<file path="src/rtl/vga_scan_timing.sv">
// Raster scan generator: X/Y counters, active-low syncs, blanking and line/frame strobes.
// Optional macro VGA_SCAN_FRAME_COUNT_EN adds a 16-bit frame_count output.
module vga_scan_timing #(
    parameter int H_VIS  = 640,
    parameter int H_FP   = 16,
    parameter int H_SYNC = 96,
    parameter int H_BP   = 48,
    parameter int V_VIS  = 480,
    parameter int V_FP   = 10,
    parameter int V_SYNC = 2,
    parameter int V_BP   = 33
) (
    input  logic        clk,
    input  logic        reset,
    input  logic        pix_en,
    output logic [11:0] CounterX,
    output logic [11:0] CounterY,
    output logic        hsync,
    output logic        vsync,
    output logic        video_on,
    output logic        line_start,
`ifdef VGA_SCAN_FRAME_COUNT_EN
    output logic        frame_start,
    output logic [15:0] frame_count
`else
    output logic        frame_start
`endif
);

    localparam int H_TOTAL = H_VIS + H_FP + H_SYNC + H_BP;
    localparam int V_TOTAL = V_VIS + V_FP + V_SYNC + V_BP;

    localparam logic [11:0] H_LAST   = 12'(H_TOTAL - 1);
    localparam logic [11:0] V_LAST   = 12'(V_TOTAL - 1);
    localparam logic [11:0] H_VIS_W  = 12'(H_VIS);
    localparam logic [11:0] V_VIS_W  = 12'(V_VIS);
    localparam logic [11:0] HS_FIRST = 12'(H_VIS + H_FP);
    localparam logic [11:0] HS_LAST  = 12'(H_VIS + H_FP + H_SYNC - 1);
    localparam logic [11:0] VS_FIRST = 12'(V_VIS + V_FP);
    localparam logic [11:0] VS_LAST  = 12'(V_VIS + V_FP + V_SYNC - 1);

    // Counters are 12 bits wide, so a larger raster cannot be represented.
    if ((H_TOTAL > 4096) || (V_TOTAL > 4096)) begin : g_size_check
        $error("vga_scan_timing: H_TOTAL and V_TOTAL must not exceed 4096");
    end

    function automatic logic in_window(input logic [11:0] pos,
                                       input logic [11:0] first,
                                       input logic [11:0] last);
        return (pos >= first) && (pos <= last);
    endfunction

    logic [11:0] x_r;
    logic [11:0] y_r;
    logic        hsync_r;
    logic        vsync_r;
    logic        video_on_r;
    logic        line_start_r;
    logic        frame_start_r;

    logic [11:0] x_nxt_s;
    logic [11:0] y_nxt_s;
    logic        line_wrap_s;
    logic        frame_wrap_s;

    // Next raster position and wrap events for the upcoming pixel.
    always_comb begin
        x_nxt_s      = x_r;
        y_nxt_s      = y_r;
        line_wrap_s  = 1'b0;
        frame_wrap_s = 1'b0;
        if (pix_en) begin
            if (x_r == H_LAST) begin
                x_nxt_s     = 12'd0;
                line_wrap_s = 1'b1;
                if (y_r == V_LAST) begin
                    y_nxt_s      = 12'd0;
                    frame_wrap_s = 1'b1;
                end else begin
                    y_nxt_s = y_r + 12'd1;
                end
            end else begin
                x_nxt_s = x_r + 12'd1;
            end
        end else begin
            x_nxt_s = x_r;
        end
    end

    // Decodes are taken from the next position so they align with the counters they describe.
    always_ff @(posedge clk) begin
        if (reset) begin
            x_r           <= H_LAST;
            y_r           <= V_LAST;
            hsync_r       <= 1'b1;
            vsync_r       <= 1'b1;
            video_on_r    <= 1'b0;
            line_start_r  <= 1'b0;
            frame_start_r <= 1'b0;
        end else if (pix_en) begin
            x_r           <= x_nxt_s;
            y_r           <= y_nxt_s;
            hsync_r       <= ~in_window(x_nxt_s, HS_FIRST, HS_LAST);
            vsync_r       <= ~in_window(y_nxt_s, VS_FIRST, VS_LAST);
            video_on_r    <= (x_nxt_s < H_VIS_W) && (y_nxt_s < V_VIS_W);
            line_start_r  <= line_wrap_s;
            frame_start_r <= frame_wrap_s;
        end else begin
            line_start_r  <= 1'b0;
            frame_start_r <= 1'b0;
        end
    end

`ifdef VGA_SCAN_FRAME_COUNT_EN
    logic [15:0] frame_count_r;

    // Frame counter steps on the same edge that raises frame_start.
    always_ff @(posedge clk) begin
        if (reset) begin
            frame_count_r <= 16'd0;
        end else if (frame_wrap_s) begin
            frame_count_r <= frame_count_r + 16'd1;
        end else begin
            frame_count_r <= frame_count_r;
        end
    end

    assign frame_count = frame_count_r;
`endif

    assign CounterX    = x_r;
    assign CounterY    = y_r;
    assign hsync       = hsync_r;
    assign vsync       = vsync_r;
    assign video_on    = video_on_r;
    assign line_start  = line_start_r;
    assign frame_start = frame_start_r;

endmodule

</file>
<file path="config.mk">
export PLATFORM = sky130hd
export DESIGN_NAME = vga_scan_timing
export DESIGN_NICKNAME = d
export VERILOG_FILES = /design/src/rtl/vga_scan_timing.sv
export SDC_FILE = /design/constraint.sdc
export NUM_CORES = 1
export LEC_CHECK = 0
export CAP_MARGIN = 20
export CORE_UTILIZATION = 53
export DETAILED_ROUTE_END_ITERATION = 8
export DONT_BUFFER_PORTS = 1
export HOLD_SLACK_MARGIN = 0.1
export PLACE_DENSITY_LB_ADDON = 0.2
export SYNTH_ARGS = -nofsm -noshare
export SYNTH_HDL_FRONTEND = slang
export SYNTH_SLANG_ARGS = --single-unit
</file>
<file path="constraint.sdc">
create_clock -name clk -period 3.75 [get_ports clk]
set_clock_uncertainty 0.15 [all_clocks]
set_input_delay 0.1875 -clock clk [delete_from_list [all_inputs] [get_ports clk]]
set_output_delay 0.1875 -clock clk [all_outputs]
set_load 0.02 [all_outputs]
</file>
Word level (Yosys, flattened, before mapping) --
Index checks and enable logic that the tools add are counted.
Word-level totals: register bits after elaboration 29, input port bits 3, output and inout bits 29
Cells by class: $add $sub $neg 2, magnitude comparators 6, equality and inequality tests 2, multiplexer cells 7, bitwise logic cells 4, reductions and logical operators 5
Operator list (number):
- 12-bit 2-to-1 mux | 5
- 12-bit by 1-bit adder with 12-bit output, second input constant | 2
- 12-bit by 10-bit == test with 1-bit output, second input constant | 2
- 12-bit by 10-bit >= comparator with 1-bit output, second input constant | 1
- 12-bit by 9-bit >= comparator with 1-bit output, second input constant | 1
- 12-bit by 10-bit less-or-equal comparator with 1-bit output, second input constant | 1
- 12-bit by 9-bit less-or-equal comparator with 1-bit output, second input constant | 1
- 12-bit by 10-bit < comparator with 1-bit output, second input constant | 1
- 12-bit by 9-bit < comparator with 1-bit output, second input constant | 1
- 1-bit NOT | 4
- 1-bit logical AND | 3
- 3-bit OR reduction | 1
- 1-bit 2-to-1 mux | 2
- 2-bit OR reduction | 1

Longest topological paths before layout --
word-level depth 7, depth in mapped cells 8, depth with buffers taken out 8

Worst setup path after synthesis --
Ideal clock, no wire load.
path type register to register, start reg x_r[0] (netlist: CounterX[0]), end reg video_on_r (netlist: video_on), library setup time 117 ps, arrival 2705 ps, path slack 778 ps, cell stages (with the launch flop) 8, path buffers 0, path through dfxtp_1 -> ha_1 -> nand3_1 -> or4_4 -> or4_1 -> a221o_1 -> and2_0 -> a32o_1
On the way: word-level cells in the longest chain between the ends 5
RTL lines:
- start: declaration | line 53 | logic [11:0] x_r;
- start signal: assignment | line 101 | x_r <= x_nxt_s;
- 12-bit by 1-bit adder with 12-bit output or 12-bit by 10-bit == test with 1-bit output (tied branches) | line 83, 73
- 12-bit 2-to-1 mux | line 73 | if (x_r == H_LAST) begin
- 12-bit 2-to-1 mux | line 72 | if (pix_en) begin
- 12-bit by 10-bit < comparator with 1-bit output or 12-bit by 9-bit < comparator with 1-bit output (tied branches) | line 105 | video_on_r <= (x_nxt_s < H_VIS_W) && (y_nxt_s < V_VIS_W);
- 1-bit logical AND (*) | line 105
- end signal: assignment | line 105
- end: declaration | line 57 | logic video_on_r;
Mark *: on every way between the ends. The rest lies on a longest branch, timed or not. A chain may end at the register's enable or synchronous reset.

Worst setup path after layout --
start reg x_r[10] (netlist: CounterX[10]), end reg video_on_r (netlist: video_on)
Same word-level chain as after synthesis.

==> impl_metrics.json <==
{
  "layout.nets": 209,
  "final_antenna_net_count": 0,
  "rsz0062_at_grt": "no",
  "violations": "design-rule violations",
  "synth_top_family_by_area": "simple AND/OR/NAND/NOR gates",
  "routedWlPerCell_um": 17.0,
  "synth_area_leader_cell": "dfxtp_1",
  "synth_edf_count": 0,
  "cts-htree-levels": 2,
  "worst-path-buf-inv": 0,
  "tightest_slew_ns": 1.10,
  "synthAdderAreaFrac_pct": 2.31,
  "worstPathCellList": "or4_4 -> or4_4 -> or4_1 -> a221o_1 -> and2_0 -> a32o_1",
  "path_clk_slew_ns": 0.10,
  "cap_violations": 0,
  "total_leakage_power_nw": 0.610,
  "peakVddDrop_uv": 314,
  "cp_common_cell": "or4_4",
  "ys_seq_elements": 29,
  "area_delta_synth_final_pct": 5.85,
  "antenna_found_initial": 0,
  "use_met2_pct": 35.2,
  "firstDrtPassIters": 6,
  "post-cts-setup-buffer-count": 0,
  "synthCells": 201,
  "ys_seq_area_share_pct": 35.7,
  "place_area_mm2": 0.00165,
  "fin_crit_sh_pct": 85.0,
  "cpMaxStageDelayCell": "or4_4",
  "vias": 1527,
  "yosys.area.top_type_share_pct": 35.7,
  "critPathLaunchType": "register",
  "grt_util_met1_pct": 36.6,
  "fin_crit_ns": 3.19,
  "pin_count": 32,
  "cts_tree": "built",
  "post_synth_main_area_contributors": "dfxtp_1 (36%), xnor2_1 (5.4%), nor3_1 (5.2%), nand3_1 (4.3%), nand2_1 (4.2%)",
  "final_area_mm2": 0.00172,
  "routed_via_density": 6.50,
  "grt_max_degree": 23,
  "drc_errors": 2,
  "hold_class": "in2reg",
  "cts_buffers": 5,
  "die_h_um": 57.4,
  "synth_nets": 207,
  "top_usage_layer": "met1",
  "rows": 19,
  "synth_area_mm2": 0.00163,
  "synthDistinctLibCells": 44,
  "drive_gt1_share_pct": 7.84,
  "synthSimpleGateAreaFrac_pct": 32.1,
  "grt_use_met3_pct": 9.75,
  "yosysWarnings": 0,
  "synthMuxAreaShare_pct": 1.85,
  "async_reset_ff_share_pct": 0,
  "critPathRequiredTime_ns": 3.83,
  "synthXorXnorAreaFrac_pct": 8.62,
  "cp.arrival_ns": 3.27,
  "floorplan.initialDensity_pct": 57.5,
  "place.gp.congestion": 0.894,
  "fin_setup_tns_ns": 0,
  "grt_pass1_wl_um": 6530,
  "powerDensity_mw_per_mm2": 459,
  "die_w_um": 57.4,
  "grt_pass1_vias": 1371,
  "synth_compound_area_share_pct": 15.8,
  "instances_no_fill": 235,
  "n_antenna_cell": 0,
  "cts_buffer_depth": 2,
  "crit_path_end_kind": "register",
  "path_delay_family": "simple AND/OR/NAND/NOR gates",
  "die-area_mm2": 0.00329,
  "crit_fanout": 22,
  "root_buffer": "clkbuf_4",
  "clkLatencyLatePin_ns": 0.33,
  "wirelength_um": 3990,
  "cts.sinks": 29,
  "overflow": 0,
  "numPortBuffers": 0,
  "crit_type": "reg2reg",
  "first_iter_violations": 85,
  "avgSynthCellArea_um2": 8.09,
  "timing.fmax_mhz": 314,
  "finalHoldViolations": 0,
  "synth_top_flop_cell": "dfxtp_1",
  "grt_usage_pct": 26.0,
  "status": "finished, violations left",
  "place_hpwl_um": 2750,
  "slew_viol_final": 0,
  "cts.repair.resized": 0,
  "fill_cells": 258,
  "finalSetupViolCount": 0,
  "core_area_mm2": 0.00283,
  "dp.cells": 225,
  "cpPeakStageDelay_ns": 0.63,
  "relSlewSlack_pct": 26.0
}
-- metrics by stage --
step	setup WS [ns]	power (mW)	hold WS, ns	utilization (%)
after CTS	0.583	0.789	0.156	60.9
after global placement	0.636	0.595	0.111	58.3
after detailed placement	0.604	0.601	0.110	58.3
after global routing	0.458	0.834	0.184	60.9
final	0.563	0.790	0.177	60.9
after floorplan	0.778	0.548	0.216	-
-- cell usage in the layout, fill, tap and decap left out, types with 3 or more instances in the layout --
cell,synthesis,layout
buf_4,0,3
nor3_1,17,17
a31oi_1,3,3
o21ai_0,8,8
nand2_1,18,18
or2_2,3,3
inv_1,6,6
ha_1,3,3
xor2_1,6,6
a21oi_1,6,6
clkbuf_4,0,5
mux2i_1,3,3
nor4_1,4,4
xnor2_1,10,10
o311ai_0,3,3
nand3_1,14,14
nand2b_1,4,4
dfxtp_1,29,29
nor2_1,12,12
nand4_1,3,3
or3_1,3,3
or4_1,4,4
-- cell type report --
cell class | count | area (um^2) | area share [%]
clock buffers | 6 | 41.3 | 2.40
multi-input cells | 156 | 986 | 57.3
repair buffers | 5 | 42.5 | 2.47
inverters | 6 | 22.5 | 1.31
clock inverters | 2 | 10.0 | 0.581
flip-flops and latches | 29 | 581 | 33.7
well taps | 31 | 38.8 | 2.25
-- final timing paths --
| kind | startpoint | to | slack [ns] | cells past startpoint |
|---|---|---|---|---|
| worst max-delay path | CounterX[10] | video_on | 0.56 | 6 |
| worst min-delay path | pix_en | CounterX[4] | 0.18 | 3 |
| worst max register to register | CounterX[10] | video_on | 0.56 | 6 |
| worst min register to register | CounterX[1] | CounterX[1] | 0.50 | 2 |
-- worst min-delay path: cells and delay by family --
family / cells / cell delay [ns]
xor gates and xnor gates: 1 / 0.12
and+or+nand+nor: 2 / 0.30
-- metal layers --
layer,part of all wire (%),up-vias
li1,-,747
met1,46,693
met2,43,79
met3,9.3,8
met4,1.8,0
met5,0,-
-- synth_stat cells (2+ instances only) --
library cell / n
o21a_1: 2
nand4b_1: 2
or4_4: 2
mux2i_1: 3
xnor2_1: 10
o32a_1: 2
nor2_1: 12
o31ai_1: 2
nand3b_1: 2
a32o_1: 2
and3_1: 2
or2_2: 3
clkbuf_1: 9
nand2b_1: 4
dfxtp_1: 29
nor4_1: 4
nor2b_1: 2
or4_1: 4
ha_1: 3
a21oi_1: 6
nand3_1: 14
nor3_1: 17
and2_1: 2
xor2_1: 6
inv_1: 6
o21ai_0: 8
nand2_1: 18
a31oi_1: 3
or3_1: 3
o311ai_0: 3
nand4_1: 3
-- sequential cells by signal, indices dropped and copies added, names as in the netlist --
name         flops
CounterX        12
hsync            1
frame_start      1
line_start       1
video_on         1
vsync            1
CounterY        12
-- where the power goes --
part	leakage, nW	switching, mW	internal [mW]	total [mW]
Sequential	0.236	0.0631	0.330	0.393
Combinational	0.342	0.134	0.0800	0.214
Clock	0.0320	0.112	0.0713	0.183
-- repair_timing --
action,4_1_cts,5_1_grt
hold buffers,2,0
setup endpoints to repair,0,0
endpoints found under the hold margin,29,0
-- cell families (layout without fill, tap and decap cells) --
logic type,count (synthesis),count (layout)
buffers and inverters,16,19
AND/OR/NAND/NOR,97,97
XOR/XNOR,16,16
flip-flops,29,29
adder cells (fa/ha/maj),3,3
AO/OA/AOI/OAI,37,37
multiplexers,3,3
Power figures use the tool's default switching activity.
